===== src/rtl/blink_rate_pkg.sv =====
// rtl/blink_rate_pkg.sv - shared widths, default limits and FSM states for the blink rate controller
package blink_rate_pkg;

  localparam int DW = 28;

  localparam logic [DW-1:0] DEFAULT_D_DEF    = 28'd25000000;
  localparam logic [DW-1:0] STEP_D_DEF       = 28'd5000000;
  localparam logic [DW-1:0] MIN_D_DEF        = 28'd5000000;
  localparam logic [DW-1:0] MAX_D_DEF        = 28'd50000000;
  localparam logic [19:0]   DEBOUNCE_CYC_DEF = 20'd500000;

  typedef enum logic [1:0] {
    IDLE    = 2'd0,
    STEP_UP = 2'd1,
    STEP_DN = 2'd2,
    HOLD    = 2'd3
  } state_t;

endpackage


===== src/rtl/blink_rate_ctrl_if.sv =====
// rtl/blink_rate_ctrl_if.sv - push-button inputs and divisor outputs of the blink rate controller
interface blink_rate_ctrl_if import blink_rate_pkg::*; ();

  logic          key_up_n;
  logic          key_dn_n;
  logic [DW-1:0] dnew;
  logic          dnew_upd;
  logic          at_min;
  logic          at_max;

  modport master (
    output key_up_n, key_dn_n,
    input  dnew, dnew_upd, at_min, at_max
  );

  modport slave (
    input  key_up_n, key_dn_n,
    output dnew, dnew_upd, at_min, at_max
  );

endinterface


===== src/rtl/key_debounce.sv =====
// rtl/key_debounce.sv - 2-flop synchronizer, debounce counter and press (falling edge) detector for one key
module key_debounce #(
  parameter logic [19:0] DEBOUNCE_CYC = 20'd500000
) (
  input  logic clk,
  input  logic rst_n,
  input  logic key_n,
  output logic level,
  output logic press
);

  logic        sync1;
  logic        sync2;
  logic        armed;
  logic [19:0] cnt;
  logic        pend;
  logic        hit;

  // Until a released level has been seen after reset, only a stable high can be accepted,
  // so a key held through reset never fires.
  assign pend = armed ? (sync2 != level) : sync2;
  assign hit  = pend && (cnt == DEBOUNCE_CYC - 20'd1);

  always_ff @(posedge clk or negedge rst_n) begin
    if (!rst_n) begin
      sync1 <= 1'b1;
      sync2 <= 1'b1;
      level <= 1'b1;
      armed <= 1'b0;
      cnt   <= '0;
      press <= 1'b0;
    end else begin
      sync1 <= key_n;
      sync2 <= sync1;
      press <= 1'b0;
      if (!pend) begin
        cnt <= '0;
      end else if (hit) begin
        cnt   <= '0;
        level <= sync2;
        armed <= 1'b1;
        press <= armed && !sync2;
      end else begin
        cnt <= cnt + 20'd1;
      end
    end
  end

endmodule


===== src/rtl/blink_rate_ctrl.sv =====
// rtl/blink_rate_ctrl.sv - key-driven blink divisor: debounced up/down presses step a saturating divisor
module blink_rate_ctrl import blink_rate_pkg::*; #(
  parameter logic [DW-1:0] DEFAULT_D    = DEFAULT_D_DEF,
  parameter logic [DW-1:0] STEP_D       = STEP_D_DEF,
  parameter logic [DW-1:0] MIN_D        = MIN_D_DEF,
  parameter logic [DW-1:0] MAX_D        = MAX_D_DEF,
  parameter logic [19:0]   DEBOUNCE_CYC = DEBOUNCE_CYC_DEF
) (
  input  logic             clk,
  input  logic             rst_n,
  blink_rate_ctrl_if.slave bus
);

  logic          up_lvl, up_ev;
  logic          dn_lvl, dn_ev;
  state_t        state, state_nxt;
  logic          load;
  logic [DW-1:0] d_nxt;
  logic [DW-1:0] dnew_q;
  logic          upd_q, at_min_q, at_max_q;
  logic [DW:0]   sum, diff;

  key_debounce #(.DEBOUNCE_CYC(DEBOUNCE_CYC)) u_key_up (
    .clk(clk), .rst_n(rst_n), .key_n(bus.key_up_n), .level(up_lvl), .press(up_ev)
  );

  key_debounce #(.DEBOUNCE_CYC(DEBOUNCE_CYC)) u_key_dn (
    .clk(clk), .rst_n(rst_n), .key_n(bus.key_dn_n), .level(dn_lvl), .press(dn_ev)
  );

  // One extra bit keeps the borrow/carry visible to the saturation compare.
  assign sum  = {1'b0, dnew_q} + {1'b0, STEP_D};
  assign diff = {1'b0, dnew_q} - {1'b0, STEP_D};

  always_comb begin
    state_nxt = state;
    load      = 1'b0;
    d_nxt     = dnew_q;
    case (state)
      IDLE: begin
        if (up_ev && dn_ev)  state_nxt = HOLD;
        else if (up_ev)      state_nxt = STEP_UP;
        else if (dn_ev)      state_nxt = STEP_DN;
      end
      STEP_UP: begin
        load      = 1'b1;
        d_nxt     = (diff[DW] || (diff < {1'b0, MIN_D})) ? MIN_D : diff[DW-1:0];
        state_nxt = HOLD;
      end
      STEP_DN: begin
        load      = 1'b1;
        d_nxt     = (sum > {1'b0, MAX_D}) ? MAX_D : sum[DW-1:0];
        state_nxt = HOLD;
      end
      HOLD: begin
        if (up_lvl && dn_lvl) state_nxt = IDLE;
      end
      default: state_nxt = IDLE;
    endcase
  end

  always_ff @(posedge clk or negedge rst_n) begin
    if (!rst_n) begin
      state    <= IDLE;
      dnew_q   <= DEFAULT_D;
      upd_q    <= 1'b0;
      at_min_q <= (DEFAULT_D == MIN_D);
      at_max_q <= (DEFAULT_D == MAX_D);
    end else begin
      state <= state_nxt;
      upd_q <= load && (d_nxt != dnew_q);
      if (load) begin
        dnew_q   <= d_nxt;
        at_min_q <= (d_nxt == MIN_D);
        at_max_q <= (d_nxt == MAX_D);
      end
    end
  end

  assign bus.dnew     = dnew_q;
  assign bus.dnew_upd = upd_q;
  assign bus.at_min   = at_min_q;
  assign bus.at_max   = at_max_q;

endmodule

===== src/flat_wrapper.sv =====
// flat-port wrapper written by rule: the top's interface ports become plain ports
module blink_rate_ctrl_flat import blink_rate_pkg::*;
#(
  parameter logic [DW-1:0] DEFAULT_D    = DEFAULT_D_DEF,
  parameter logic [DW-1:0] STEP_D       = STEP_D_DEF,
  parameter logic [DW-1:0] MIN_D        = MIN_D_DEF,
  parameter logic [DW-1:0] MAX_D        = MAX_D_DEF,
  parameter logic [19:0]   DEBOUNCE_CYC = DEBOUNCE_CYC_DEF
)
  (clk, rst_n, bus_key_up_n, bus_key_dn_n, bus_dnew, bus_dnew_upd, bus_at_min, bus_at_max);
  blink_rate_ctrl_if bus_i ();
  input  logic clk;
  input  logic rst_n;
  input wire logic [$bits(bus_i.key_up_n)-1:0] bus_key_up_n;
  input wire logic [$bits(bus_i.key_dn_n)-1:0] bus_key_dn_n;
  output wire logic [$bits(bus_i.dnew)-1:0] bus_dnew;
  output wire logic [$bits(bus_i.dnew_upd)-1:0] bus_dnew_upd;
  output wire logic [$bits(bus_i.at_min)-1:0] bus_at_min;
  output wire logic [$bits(bus_i.at_max)-1:0] bus_at_max;
  assign bus_i.key_up_n = bus_key_up_n;
  assign bus_i.key_dn_n = bus_key_dn_n;
  assign bus_dnew = bus_i.dnew;
  assign bus_dnew_upd = bus_i.dnew_upd;
  assign bus_at_min = bus_i.at_min;
  assign bus_at_max = bus_i.at_max;
  blink_rate_ctrl #(.DEFAULT_D(DEFAULT_D), .STEP_D(STEP_D), .MIN_D(MIN_D), .MAX_D(MAX_D), .DEBOUNCE_CYC(DEBOUNCE_CYC)) u_core (.clk(clk), .rst_n(rst_n), .bus(bus_i));
endmodule

===== config.mk =====
export PLATFORM = sky130hd
export DESIGN_NAME = blink_rate_ctrl_flat
export DESIGN_NICKNAME = d
export VERILOG_FILES = /design/src/rtl/blink_rate_pkg.sv /design/src/rtl/blink_rate_ctrl_if.sv /design/src/rtl/key_debounce.sv /design/src/rtl/blink_rate_ctrl.sv /design/src/flat_wrapper.sv
export SDC_FILE = /design/constraint.sdc
export NUM_CORES = 1
export LEC_CHECK = 0
export BUFFER_PORTS_ARGS = -buffer_cell sky130_fd_sc_hd__buf_2
export CORE_UTILIZATION = 30
export CTS_BUF_LIST = sky130_fd_sc_hd__clkbuf_4 sky130_fd_sc_hd__clkbuf_8
export DETAILED_ROUTE_END_ITERATION = 16
export SLEW_MARGIN = 40
export SYNTH_ARGS = -nofsm -noshare
export SYNTH_HDL_FRONTEND = slang
export SYNTH_SLANG_ARGS = --single-unit
export TNS_END_PERCENT = 30

===== constraint.sdc =====
create_clock -name clk -period 4.71 [get_ports clk]
set_input_delay 0.942 -clock clk [delete_from_list [all_inputs] [get_ports clk]]
set_output_delay 0.942 -clock clk [all_outputs]
set_load 0.01 [all_outputs]

# Word level (Yosys, flattened, before mapping)
# Cells that the tools add are included.
[op_classes] div_mod_pow=0 shift=0 mul=0 n_addsub=4 mux=19 n_eq_ne=12 bitwise=0 reduce_logical=15 magnitude_cmp=2
[ops] operator="20-bit 2-to-1 mux" count=4
[ops] operator="28-bit 2-to-1 mux" count=2
[ops] operator="28-bit one-hot mux with 2 select lines" count=1
[ops] operator="20-bit by 1-bit adder with 20-bit output, second input constant" count=2
[ops] operator="20-bit by 19-bit == test with 1-bit output, second input constant" count=2
[ops] operator="28-bit by 23-bit adder with 29-bit output, second input constant" count=1
[ops] operator="29-bit by 26-bit > comparator with 1-bit output, second input constant" count=1
[ops] operator="29-bit by 23-bit < comparator with 1-bit output, second input constant" count=1
[ops] operator="28-bit by 23-bit subtractor with 29-bit output, second input constant" count=1
[ops] operator="28-bit by 23-bit == test with 1-bit output, second input constant" count=1
[ops] operator="28-bit by 26-bit == test with 1-bit output, second input constant" count=1
[ops] operator="28-bit != test" count=1
[ops] operator="2-bit 2-to-1 mux" count=4
[ops] operator="1-bit logical AND" count=7
[ops] operator="1-bit 2-to-1 mux" count=7
[ops] operator="2-bit one-hot mux with 3 select lines" count=1
[ops] operator="2-bit AND reduction" count=3
[ops] operator="2-bit == test, second input constant" count=2
[ops] operator="4-bit by 3-bit != test with 1-bit output, second input constant" count=1
[ops] operator="2-bit by 1-bit == test with 1-bit output, second input constant" count=1
[ops] operator="1-bit logical NOT" count=2
[ops] operator="2-bit logical NOT" count=1
[ops] operator="1-bit != test" count=2
[ops] operator="2-bit by 1-bit != test with 1-bit output, second input constant" count=1
[ops] operator="2 further kinds" count=2
[totals] inputBits=4 latch_bits=0 mem_bits_rw=0 mem_bits_ro=0 mem_count=0 regBits=83

# Logic depth before layout (Yosys ltp)
# Gate-level depths: netlist (run 1).
[logic_depth] depth_word=7 mapped_depth=16 mapped_depth_nobuf=14

# Cells and area by module
# A second synthesis (run 1) with hierarchy kept.
[hier_totals] hier_cells=824 area_unflattened_um2=6735.2
[modules_own_cells] mod="blink_rate_ctrl" seq_area_each_um2=840.8 area_per_inst_um2=4287.9 cells_each=588 n_inst=1
[modules_own_cells] mod="key_debounce" seq_area_each_um2=629.4 area_per_inst_um2=1223.7 cells_each=118 n_inst=2

# Worst setup path after synthesis (run 1)
# No wires, ideal clock.
[synth_timing] path_type="reg-to-reg" from="reg u_core.dnew_q[6], in the netlist u_core.bus.dnew[6]" to="reg u_core.at_max_q, in the netlist u_core.bus.at_max" slack_ns=0.723 t_required_ns=4.615 n_path_buf=1 synth_period_minus_slack_ns=3.987 path_stages_with_launch=16 arrival_ns=3.892 path_cell_list="dfstp_2 buf_2 inv_1 ha_1 and3b_1 nand3_2 a21o_1 a221o_1 nor2_2 a31oi_4 and2_4 o31ai_4 nand2_1 o22a_1 or4_1 o32ai_2"
[synth_between] elab_chain_cells=6
[synth_lines] element="from (decl)" line_no="blink_rate_ctrl.sv:19" text="logic [DW-1:0] dnew_q;"
[synth_lines] element="from (signal assigned)" line_no="blink_rate_ctrl.sv:73" text="dnew_q <= d_nxt;"
[synth_lines] element="28-bit by 23-bit subtractor with 29-bit output" line_no="blink_rate_ctrl.sv:33" text="assign diff = {1'b0, dnew_q} - {1'b0, STEP_D};"
[synth_lines] element="29-bit by 23-bit < comparator with 1-bit output" line_no="blink_rate_ctrl.sv:47" text="d_nxt = (diff[DW] || (diff < {1'b0, MIN_D})) ? MIN_D : diff[DW-1:0];"
[synth_lines] element="1-bit logical OR" line_no="blink_rate_ctrl.sv:47"
[synth_lines] element="28-bit 2-to-1 mux" line_no="blink_rate_ctrl.sv:47"
[synth_lines] element="28-bit one-hot mux with 2 select lines *" line_no="blink_rate_ctrl.sv:39" text="case (state)"
[synth_lines] element="28-bit by 26-bit == test with 1-bit output *" line_no="blink_rate_ctrl.sv:75" text="at_max_q <= (d_nxt == MAX_D);"
[synth_lines] element="to (signal assigned)" line_no="blink_rate_ctrl.sv:68" text="at_max_q <= (DEFAULT_D == MAX_D);"
[synth_lines] element="to (signal assigned)" line_no="blink_rate_ctrl.sv:75"
[synth_lines] element="to (decl)" line_no="blink_rate_ctrl.sv:20" text="logic upd_q, at_min_q, at_max_q;"
# Mark *: on every way between the ends. The rest lies on a longest branch, timed or not.
# A chain may end at the register's enable or synchronous reset.

# Final worst setup path (run 1)
[layout_timing] from="reg u_core.dnew_q[7], in the netlist u_core.bus.dnew[7]" to="reg u_core.at_min_q, in the netlist u_core.bus.at_min"
[layout_between] elab_chain_cells=6
[layout_lines] element="28-bit by 23-bit subtractor with 29-bit output" line_no="blink_rate_ctrl.sv:33"
[layout_lines] element="29-bit by 23-bit < comparator with 1-bit output" line_no="blink_rate_ctrl.sv:47"
[layout_lines] element="1-bit logical OR" line_no="blink_rate_ctrl.sv:47"
[layout_lines] element="28-bit 2-to-1 mux" line_no="blink_rate_ctrl.sv:47"
[layout_lines] element="28-bit one-hot mux with 2 select lines *" line_no="blink_rate_ctrl.sv:39"
[layout_lines] element="28-bit by 23-bit == test with 1-bit output *" line_no="blink_rate_ctrl.sv:74" text="at_min_q <= (d_nxt == MIN_D);"
[layout_lines] element="to (signal assigned)" line_no="blink_rate_ctrl.sv:67" text="at_min_q <= (DEFAULT_D == MIN_D);"
[layout_lines] element="to (signal assigned)" line_no="blink_rate_ctrl.sv:74"
[layout_lines] element="to (decl)" line_no="blink_rate_ctrl.sv:20"
# Marks and branches as above.

==> results.tsv, run 1 <==
metric	value	unit
CTS tree	done	
via count	6525	
Hold Crit Class	register to register	
power density over cell area	175	nW/µm²
CP max stage delay	550	ps
Worst Skew	12.5	ps
Cells after DPL	1113	
Seq/Total Area, Yosys	31.7	%
core region area	21800	µm²
CP required	4990	ps
reg2reg start	u_core.bus.dnew[7]$_DFFE_PN0N_	
Crit Path Max Fanout	16	
fillcell total	2355	
CTS clk-pin slew, worst paths	100	ps
router iterations before antenna repair	6	
Synth Instances	816	
run status	completed	
antenna-violating nets left	0	
placed inst area	7160	µm²
area grow syn2layout	11.5	%
global-route wire length before repair	34600	µm
crit path to	u_core.bus.at_min$_DFFE_PN0N_	
R2R Path End	u_core.bus.at_min$_DFFE_PN0N_	
initial core utilization	30.5	%
total power	1.29	mW
hold slack	359	ps
Crit. path cell count	13	
post-route cell area	7390	µm²
Fin. Hold Viols	0	
final period utilization	96.0	%
Syn Area/Cell	8.13	µm²
worst r2r path cells	13	
ys flop type	dfrtp_1	
GRT Overall Usage	19.9	%
Syn Nets	829	
clock root buffer	clkbuf_8	
Worst setup EP type	register	
layout cell share with drive strength beyond 1	17.2	%
clk_lat worst skew	370	ps
Critical Path Source	u_core.bus.dnew[7]$_DFFE_PN0N_	
number of diodes	0	
Post-synth ARST share	100	%
total gr overflow	0	
Port Buffer Count	34	
Vias/cell	5.77	
Tmin final	4520	ps
WS Path Type	register to register	
die footprint	22700	µm²
routed len/inst	19.2	µm
Routed WL	21700	µm
clk sink count	83	
CP cell instances	ha_1, nor4_4, o21ai_1, or4_1, o211a_1, and4bb_2, a21oi_2, nor2_4, nand2_1, or3b_1, nand4_1, or4_4, o41ai_2	
crit path DAT	4800	ps
Die W	151	µm
number of synthesized register bits	83	
H-tree depth	3	
initial antenna violation count	0	
CP Launch Type	register	
Max Buffers Root-to-Sink	2	
largest net degree at the start of global routing	48	
Max Clk Rate	0.221	GHz
slowest CP cell	or4_4	
final std cells w/o fill	1131	
maximum VDD drop	181	µV
final setup violation count	0	
slew at the pin closest to its max-slew limit	774	ps
row count	54	
worst hold start	u_core.u_key_dn.sync1$_DFF_PN1_	
placer congestion estimate	0.968	
post-detail-place hpwl	16600	µm
Max-cap violations	0	
number of global-route vias before repair	6277	
setup total negative slack	0	ps
RSZ-0062 raised after global routing	false	
Static Leakage	3.00	nW
residual DRC count	0	
Largest delay share family, worst path	simple AND/OR/NAND/NOR gates	
Ys Warns	0	
CP bufs+invs	0	
Initial DRC Count	640	
Slew Viols, Final	0	
number of buffers created by CTS	9	
num ports	35	
worst reg2reg setup slack	190	ps
nets	859	
Yosys cell types	101	
Slew Limit Headroom	48.2	%
Die Ht	151	µm
post-synthesis instance area	6630	µm²
EDFF count, synth	0	
final cells by class:
| class | instances | area (µm²) | share of cell area (%) |
|---|---|---|---|
| clock inverters | 7 | 83.8 | 1.13 |
| flip-flops and latches | 83 | 2100 | 28.4 |
| inverters | 33 | 124 | 1.68 |
| multi-input cells | 653 | 4200 | 56.8 |
| well taps | 280 | 350 | 4.74 |
| repair buffers | 66 | 413 | 5.58 |
| clock buffers | 9 | 124 | 1.68 |
kinds of logic after synthesis:
group / share of synthesized area [%]
multiplexers: 1.26
AND/OR/NAND/NOR: 27.4
XOR/XNOR: 6.98
flip-flops: 31.7
buffers and inverters: 5.26
adder cells (fa/ha/maj): 1.70
AO/OA/AOI/OAI: 25.7
per-layer routing:
metal | vias to the layer above | routed length, µm | GRT usage [%]
met5 | - | 0 | 0
met4 | 0 | 876 | 10.0
met3 | 60 | 1560 | 2.91
met2 | 310 | 9770 | 31.3
met1 | 3104 | 9490 | 26.6
li1 | 3051 | - | -
per-stage QoR:
stage	worst slack (ps)	utilization, %
2_1_floorplan	723	-
3_3_place_gp	269	32.9
3_5_place_dp	269	32.9
4_1_cts	227	33.8
5_1_grt	29.7	34.0
6_report	190	34.0
state kept, by name, summed over array words and instances (netlist names), 2 cells and up:
register and flops:
u_core.bus.dnew 28, u_core.u_key_dn.cnt 20, u_core.u_key_up.cnt 20, u_core.state 2
where the power goes:
part,internal (mW),total (mW),switching [mW]
Combinational,0.00653,0.0289,0.0224
Clock,0.254,0.537,0.283
Sequential,0.720,0.725,0.00487
Total,0.980,1.29,0.310
worst min path at each step:
stage | slack, ps | end | depth (start not counted)
after CTS | 360 | u_core.u_key_dn.sync2$_DFF_PN1_ | 0
after global routing | 370 | u_core.u_key_up.sync2$_DFF_PN1_ | 0
after global placement | 350 | u_core.u_key_up.sync2$_DFF_PN1_ | 0
final | 360 | u_core.u_key_dn.sync2$_DFF_PN1_ | 0
after floorplan | 350 | u_core.u_key_dn.sync2$_DFF_PN1_ | 0
after detailed placement | 350 | u_core.u_key_dn.sync2$_DFF_PN1_ | 0
layout by cell type (no fill, tap or decap), types with 18 or more instances in the layout:
cell and count:
buf_4 33, nor2_1 91, dfrtp_1 65, a21oi_1 36, xnor2_1 27, nor3_1 20
dfstp_2 18, inv_1 32, buf_2 33, nand2_1 84, nand3_1 39, o21ai_0 42
xor2_1 24
cell usage after synthesis (4+ instances only):
cell | number | area, µm²
or3_1 | 9 | 56.3
dfrtp_1 | 65 | 1630
clkbuf_1 | 26 | 97.6
a221oi_1 | 4 | 35.0
nand3_1 | 39 | 195
o22ai_1 | 9 | 56.3
a211oi_1 | 9 | 67.6
buf_2 | 12 | 60.1
a21o_1 | 7 | 52.6
nor4_1 | 9 | 56.3
or4_1 | 7 | 52.6
a31oi_1 | 13 | 81.3
a21oi_1 | 36 | 180
inv_1 | 32 | 120
o22a_1 | 5 | 43.8
nor3_1 | 20 | 100
o21ai_1 | 9 | 45.0
o311ai_0 | 5 | 43.8
nand3b_1 | 4 | 30.0
ha_1 | 9 | 113
a211o_1 | 4 | 35.0
and3_1 | 10 | 62.6
dfstp_2 | 18 | 473
a21oi_2 | 4 | 35.0
nand4_1 | 17 | 106
o211a_1 | 9 | 90.1
or2_2 | 9 | 56.3
o2111ai_1 | 4 | 35.0
nor2b_1 | 10 | 62.6
xnor2_1 | 27 | 236
o31ai_1 | 4 | 30.0
and4_1 | 5 | 43.8
o21a_1 | 6 | 45.0
o21ai_0 | 42 | 210
nand2_1 | 84 | 315
mux2i_1 | 5 | 50.1
o211ai_1 | 9 | 67.6
nand2b_1 | 9 | 56.3
o221ai_1 | 4 | 35.0
xor2_1 | 24 | 210
and2_1 | 11 | 68.8
nor2_1 | 91 | 342
timing repair:
action / CTS / global route
endpoints found under the setup margin: 0 / 2
hold buffers: 0 / 0
resized for setup: 0 / 3
setup buffers: 0 / 2
Power figures use the tool's default switching activity.
==> inputs of run 2 (changes only) <==
--- a/config.mk
+++ b/config.mk
@@ -5,9 +5,12 @@
 export SDC_FILE = /design/constraint.sdc
 export NUM_CORES = 1
 export LEC_CHECK = 0
+export ABC_AREA = 1
 export BUFFER_PORTS_ARGS = -buffer_cell sky130_fd_sc_hd__buf_2
+export CORE_ASPECT_RATIO = 0.6
 export CORE_UTILIZATION = 30
 export CTS_BUF_LIST = sky130_fd_sc_hd__clkbuf_4 sky130_fd_sc_hd__clkbuf_8
+export CTS_CLUSTER_DIAMETER = 150
 export DETAILED_ROUTE_END_ITERATION = 16
 export SLEW_MARGIN = 40
 export SYNTH_ARGS = -nofsm -noshare
==> run 2 against run 1 <==
Compared with the run above: total power is 5.5% higher; clock power is 12% higher; critical endpoint is now u_core.bus.dnew_upd$_DFF_PN0_; critical path type unchanged; synthesized cell count is 34% higher; maximum frequency is 15% higher; routed wire length is 8.0% higher; synthesized area is 3.7% higher; count of clock-buffer cells in the layout is 1 higher; clock skew is 4.2 ps lower; die area is 3.8% higher; combinational power is 15% higher; sequential share of layout area is 0.42 points lower; sequential power hardly changed.
==> results.tsv, run 2 <==
metric	value	unit	change
initial antenna violation count	0		unchanged
fillcell total	2484		+5.5%
dpl ws	1050	ps	+782 ps
Final WS setup	781	ps	+590 ps
Hold Crit Class	register to register		
crit path DAT	4170	ps	-630 ps
RSZ-0062 raised after global routing	false		
post-synthesis instance area	6880	µm²	+3.7%
layout cell share with drive strength beyond 1	15.1	%	-2.1 points
placed inst area	7270	µm²	+1.6%
Seq. cell area	2100	µm²	unchanged
core region area	22300	µm²	+2.4%
Max Clk Rate	0.254	GHz	+15%
CTS clk-pin slew, worst paths	90	ps	about the same
routed len/inst	16.4	µm	-15%
number of diodes	0		unchanged
GRT Overall Usage	20.4	%	+0.42 points
clk_lat worst skew	370	ps	about the same
Die W	198	µm	+31%
Slew Limit Headroom	41.4	%	-6.8 points
maximum VDD drop	122	µV	-32%
largest net degree at the start of global routing	67		+40%
hold buffers post-CTS	0		unchanged
most numerous cell in the Yosys netlist	nand2_1		
clk sink count	83		unchanged
router iterations before antenna repair	7		+1
Vias/cell	5.04		-13%
Fin. Hold Viols	0		unchanged
Seq/Total Area, Yosys	30.5	%	-1.1 points
run status	completed		
Crit path top cell by count	nand2_1		
total power	1.36	mW	+5.5%
# Post-CTS Setup Buffers	0		unchanged
area grow syn2layout	9.09	%	
via count	7206		+10%
Tmin final	3930	ps	-590 ps
initial core utilization	30.9	%	+0.39 points
slew at the pin closest to its max-slew limit	878	ps	+105 ps
Routed WL	23400	µm	+8.0%
area of the multi-input gates	4010	µm²	-4.6%
Synth Instances	1096		+34%
CP max stage delay	650	ps	+100 ps
most frequent cells in the layout	nand2_1, nor2_1, inv_1, nand3_1, dfrtp_1		
commonest non-fill, non-tap cell in the layout	nand2_1		
Max Buffers Root-to-Sink	2		unchanged
setup total negative slack	0	ps	unchanged
Initial DRC Count	780		+22%
Crit Path Max Fanout	10		-6
slowest CP cell	dfstp_2		
Slew Viols, Final	0		unchanged
total gr overflow	0		unchanged
number of synthesized register bits	83		unchanged
routing usage on met3	7.19	%	+4.3 points
largest area contributor in the netlist	dfrtp_1		
final setup violation count	0		unchanged
number of buffers created by CTS	9		unchanged
met2 Use GR	24.2	%	-7.2 points
Syn Nets	1109		+34%
met1 usage	33.7	%	+7.1 points
CP required	4950	ps	-40 ps
antenna-violating nets left	0		unchanged
nets	1129		+31%
row count	42		-22%
Static Leakage	3.84	nW	+28%
CP Launch Type	register		
placer congestion estimate	0.969		+0.17%
clock root buffer	clkbuf_8		
largest cells by area after synthesis	dfrtp_1, nand2_1, nand3_1		
H-tree depth	3		unchanged
residual DRC count	0		unchanged
global-route wire length before repair	36300	µm	+5.0%
number of global-route vias before repair	6250		-0.43%
post-route cell area	7510	µm²	+1.5%
post-detail-place hpwl	18400	µm	+11%
gr busiest metal	met1		
Port Buffer Count	34		unchanged
top cell type's share of synthesized area	23.6	%	-0.88 points
WS Path Type	register to register		
Max-cap violations	0		unchanged
Syn Area/Cell	6.28	µm²	-23%
# resized after CTS	0		unchanged
num ports	35		unchanged
ys flop type	dfrtp_1		
Worst setup EP type	register		
CTS tree	done		
Largest delay share family, worst path	simple AND/OR/NAND/NOR gates		
Die Ht	119	µm	-21%
max FFs per register	28		unchanged
Layout Utilization	33.7	%	-0.30 points
power density over cell area	181	nW/µm²	+4.0%
die footprint	23600	µm²	+3.8%
CP bufs+invs	2		+2
Ys Warns	0		unchanged
most common library cells after synthesis	nand2_1, nor2_1, inv_1, nand3_1, dfrtp_1		
Worst Skew	8.32	ps	-4.18 ps
EDFF count, synth	0		unchanged
final period utilization	83.4	%	-13 points
Post-synth ARST share	100	%	unchanged
Yosys cell types	48		-52%
[run 2: cell count changes after synthesis, moves of 19 or more]
cell	delta
nand2_1	+250
o21ai_0	-19
xnor2_1	-27
nor2_1	+44
clkbuf_1	-23
inv_1	+92
nand3_1	+85
inv_2	+27
[run 2: layer usage]
| layer | share of wire, % | vias up |
|---|---|---|
| li1 | - | 3530 |
| met3 | 13 | 20 |
| met2 | 35 | 362 |
| met4 | 0.53 | 0 |
| met1 | 52 | 3294 |
| met5 | 0 | - |
[run 2: area by class of cell]
class	count	area share (%)
Multi-Input combinational cell	831	53.4
Sequential cell	83	28.0
Inverter	154	7.77
Tap cell	308	5.13
Timing Repair Buffer	37	2.65
Clock buffer	10	1.83
Clock inverter	6	1.27
[run 2: metrics by stage]
step           cells  hold WS (ps)
2_1_floorplan   1096           345
3_3_place_gp    1413           350
3_5_place_dp    1413           348
4_1_cts         1429           362
5_1_grt         1429           369
6_report        1429           360
[run 2: kinds of logic after synthesis]
| family | synth area share, % |
|---|---|
| simple gates | 48.3 |
| buf+inv | 11.4 |
| compound gates | 6.89 |
| flops | 30.5 |
| xor+xnor | 1.25 |
| fa+ha+maj | 1.64 |
[run 2: power by group]
group,internal (mW),total (mW),switching [mW],leakage [nW]
registers,0.720,0.725,0.00476,1.09
logic,0.00764,0.0333,0.0257,2.64
clock network,0.320,0.604,0.284,0.118
total,1.05,1.36,0.315,3.84
[run 2: final timing paths]
path | slack [ps] | end | start | cells past startpoint
worst min register to register | 360 | u_core.u_key_dn.sync2$_DFF_PN1_ | u_core.u_key_dn.sync1$_DFF_PN1_ | 0
worst max-delay path | 780 | u_core.bus.dnew_upd$_DFF_PN0_ | u_core.bus.dnew[6]$_DFFE_PN1N_ | 26
worst min-delay path | 360 | u_core.u_key_dn.sync2$_DFF_PN1_ | u_core.u_key_dn.sync1$_DFF_PN1_ | 0
max in group asynchronous | 3370 | u_core.u_key_up.level$_DFFE_PN1P_ | rst_n | 2
worst max register to register | 780 | u_core.bus.dnew_upd$_DFF_PN0_ | u_core.bus.dnew[6]$_DFFE_PN1N_ | 26
min in group asynchronous | 570 | u_core.u_key_dn.cnt[12]$_DFF_PN0_ | rst_n | 1
==> inputs of run 3 (changes only) <==
==> constraint.sdc (replaced) <==
create_clock -name clk -period 3.55 [get_ports clk]
set_input_delay 0.71 -clock clk [delete_from_list [all_inputs] [get_ports clk]]
set_output_delay 0.71 -clock clk [all_outputs]
set_load 0.01 [all_outputs]
==> run 3 against run 2 <==
Compared with the run above: die area is the same; via count up 5.9%; sequential share of layout area fell by 2.8 points; combinational power grew 36%.
==> results.tsv, run 3 (same netlist as run 2, synthesis figures left out) <==
metric	value	unit	change
Max Buffers Root-to-Sink	2		unchanged
GRT Overall Usage	21.8	%	+1.4 points
core region area	22300	µm²	unchanged
Port Buffer Count	34		unchanged
Fin. Hold Viols	0		unchanged
switch share	22.3	%	-0.81 points
nets	1202		+6.5%
crit path to	u_core.bus.at_max$_DFFE_PN0N_		
CP cell instances	inv_2, nor2_4, nand3_1, nand2_1, nand2_1, nand2_1, nand2_1, nor2_2, nand3_1, nand2_1, nand2_2, o21bai_4, nand2_4, buf_12, nand2_2, nand2_2, nand3_2, nand2_2, buf_4, nor2_4, nand3b_1, nor2_2, nand3_1, nand2_1		
CP Launch Type	register		
commonest non-fill, non-tap cell in the layout	nand2_1		
Tmin final	3430	ps	-496 ps
number of global-route vias before repair	6714		+7.4%
slew at the pin closest to its max-slew limit	659	ps	-219 ps
Crit. path cell count	24		-7.7%
initial core utilization	30.9	%	unchanged
clk_lat worst skew	370	ps	about the same
maximum VDD drop	186	µV	+53%
post-detail-place hpwl	19800	µm	+7.7%
CP max stage delay	640	ps	about the same
internal power	1.41	mW	+35%
CTS tree	done		
number of buffers created by CTS	9		unchanged
hold slack	352	ps	-7.83 ps
via count	7631		+5.9%
Seq. cell area	2110	µm²	+0.30%
antenna-violating nets left	0		unchanged
final period utilization	96.7	%	+13 points
fillcell total	2433		-2.1%
worst reg2reg setup slack	120	ps	-660 ps
area grow syn2layout	21.7	%	
CP bufs+invs	3		+1
total gr overflow	0		unchanged
Net Switching	0.405	mW	+29%
Crit path top cell by count	nand2_1		
Slew Limit Headroom	56.0	%	+15 points
R2R Path End	u_core.bus.at_max$_DFFE_PN0N_		
row count	42		unchanged
Worst setup EP type	register		
H-tree depth	3		unchanged
slowest CP cell	dfstp_2		
Routed WL	25400	µm	+8.4%
Die Ht	119	µm	unchanged
crit path DAT	3740	ps	-430 ps
Max-cap violations	0		unchanged
Static Leakage	4.23	nW	+10%
power density over cell area	217	nW/µm²	+19%
worst hold start	u_core.u_key_dn.sync1$_DFF_PN1_		
Vias/cell	5.08		+0.68%
Max Clk Rate	0.291	GHz	+14%
area of the multi-input gates	4270	µm²	+6.5%
num ports	35		unchanged
hold buffers post-CTS	0		unchanged
placer congestion estimate	1.02		+5.7%
CTS clk-pin slew, worst paths	90	ps	about the same
final std cells w/o fill	1503		+5.2%
layout cell share with drive strength beyond 1	25.8	%	+11 points
die footprint	23600	µm²	unchanged
initial antenna violation count	1		+1
clock root buffer	clkbuf_8		
Largest delay share family, worst path	simple AND/OR/NAND/NOR gates		
WS Path Type	register to register		
Logic pwr share	2.5	%	about the same
router iterations before antenna repair	6		-1
Initial DRC Count	1006		+29%
residual DRC count	0		unchanged
largest net degree at the start of global routing	84		+25%
max FFs per register	28		unchanged
CP required	3860	ps	-1090 ps
Die W	198	µm	unchanged
clk sink count	83		unchanged
run status	completed		
most frequent cells in the layout	nand2_1, nor2_1, inv_1		
Hold Crit Class	register to register		
Flop pwr share	53.0	%	-0.2 points
Cells after DPL	1467		+3.8%
reg2reg start	u_core.bus.dnew[12]$_DFFE_PN1N_		
Crit Path Max Fanout	8		-2
Slew Viols, Final	0		unchanged
Worst Skew	13.3	ps	+4.95 ps
final setup violation count	0		unchanged
worst r2r path cells	24		-7.7%
global-route wire length before repair	38900	µm	+7.1%
routed len/inst	16.9	µm	+3.1%
Critical Path Source	u_core.bus.dnew[12]$_DFFE_PN1N_		
Clk pwr share	44.5	%	about the same
run 3: how the worst min path moves through the flow:
stage,end,slack (ps),depth (start not counted)
2_1_floorplan,u_core.u_key_dn.sync2$_DFF_PN1_,350,0
3_3_place_gp,u_core.u_key_dn.sync2$_DFF_PN1_,350,0
3_5_place_dp,u_core.u_key_dn.sync2$_DFF_PN1_,350,0
4_1_cts,u_core.u_key_dn.sync2$_DFF_PN1_,360,0
5_1_grt,u_core.u_key_dn.sync2$_DFF_PN1_,360,0
6_report,u_core.u_key_dn.sync2$_DFF_PN1_,350,0
run 3: cell type report:
cell class / instances / area share (%)
Multi-Input combinational cell: 832 / 51.0
Sequential cell: 83 / 25.1
Timing Repair Buffer: 109 / 9.50
Inverter: 154 / 6.96
Tap cell: 308 / 4.60
Clock buffer: 12 / 1.90
Clock inverter: 4 / 0.882
Antenna cell: 1 / 0.0299
run 3: worst register-to-register path: stages, from the launching register on:
cell      delay, ps
dfstp_2         640
inv_2            80
nor2_4          160
nand3_1         150
nand2_1         150
nand2_1          60
nand2_1          80
nand2_1         120
nor2_2          150
nand3_1          90
nand2_1          90
nand2_2          90
o21bai_4        200
nand2_4         140
buf_12          160
nand2_2          50
nand2_2          60
nand3_2          90
nand2_2          80
buf_4           150
nor2_4           90
nand3b_1        140
nor2_2          190
nand3_1          90
nand2_1          60
run 3: stage by stage:
stage | area, µm² | TNS (ps) | util [%] | total power [mW] | setup slack [ps]
2_1_floorplan | 6880 | 0 | - | 0.995 | 667
3_3_place_gp | 7710 | -59.0 | 34.6 | 1.03 | -42.0
3_5_place_dp | 7710 | -113 | 34.6 | 1.03 | -85.7
4_1_cts | 7950 | 0 | 35.7 | 1.84 | 5.64
5_1_grt | 8370 | -69.9 | 37.6 | 1.88 | -49.5
6_report | 8370 | 0 | 37.6 | 1.81 | 117
run 3: metal layers:
metal / track usage, % / vias to the layer above / routed length [µm]
met2: 25.6 / 435 / 8810
met3: 9.18 / 32 / 3960
met5: 0 / - / 0
met4: 4.17 / 0 / 290
met1: 34.8 / 3479 / 12300
li1: - / 3685 / -
run 3: power by group through the flow:
stage               Sequential [mW]  Clock [mW]  Combinational [mW]
finish                        0.961       0.808              0.0454
CTS                           0.961       0.831              0.0477
detailed placement            0.979           0              0.0478
floorplan                     0.978           0              0.0174
global placement              0.979           0              0.0471
global route                  0.962       0.867              0.0539
run 3: timing repair:
action,CTS,global route
setup buffers,0,17
endpoints found under the setup margin,2,3
pin swaps,0,23
gates resized for setup,2,80
cloned,0,2
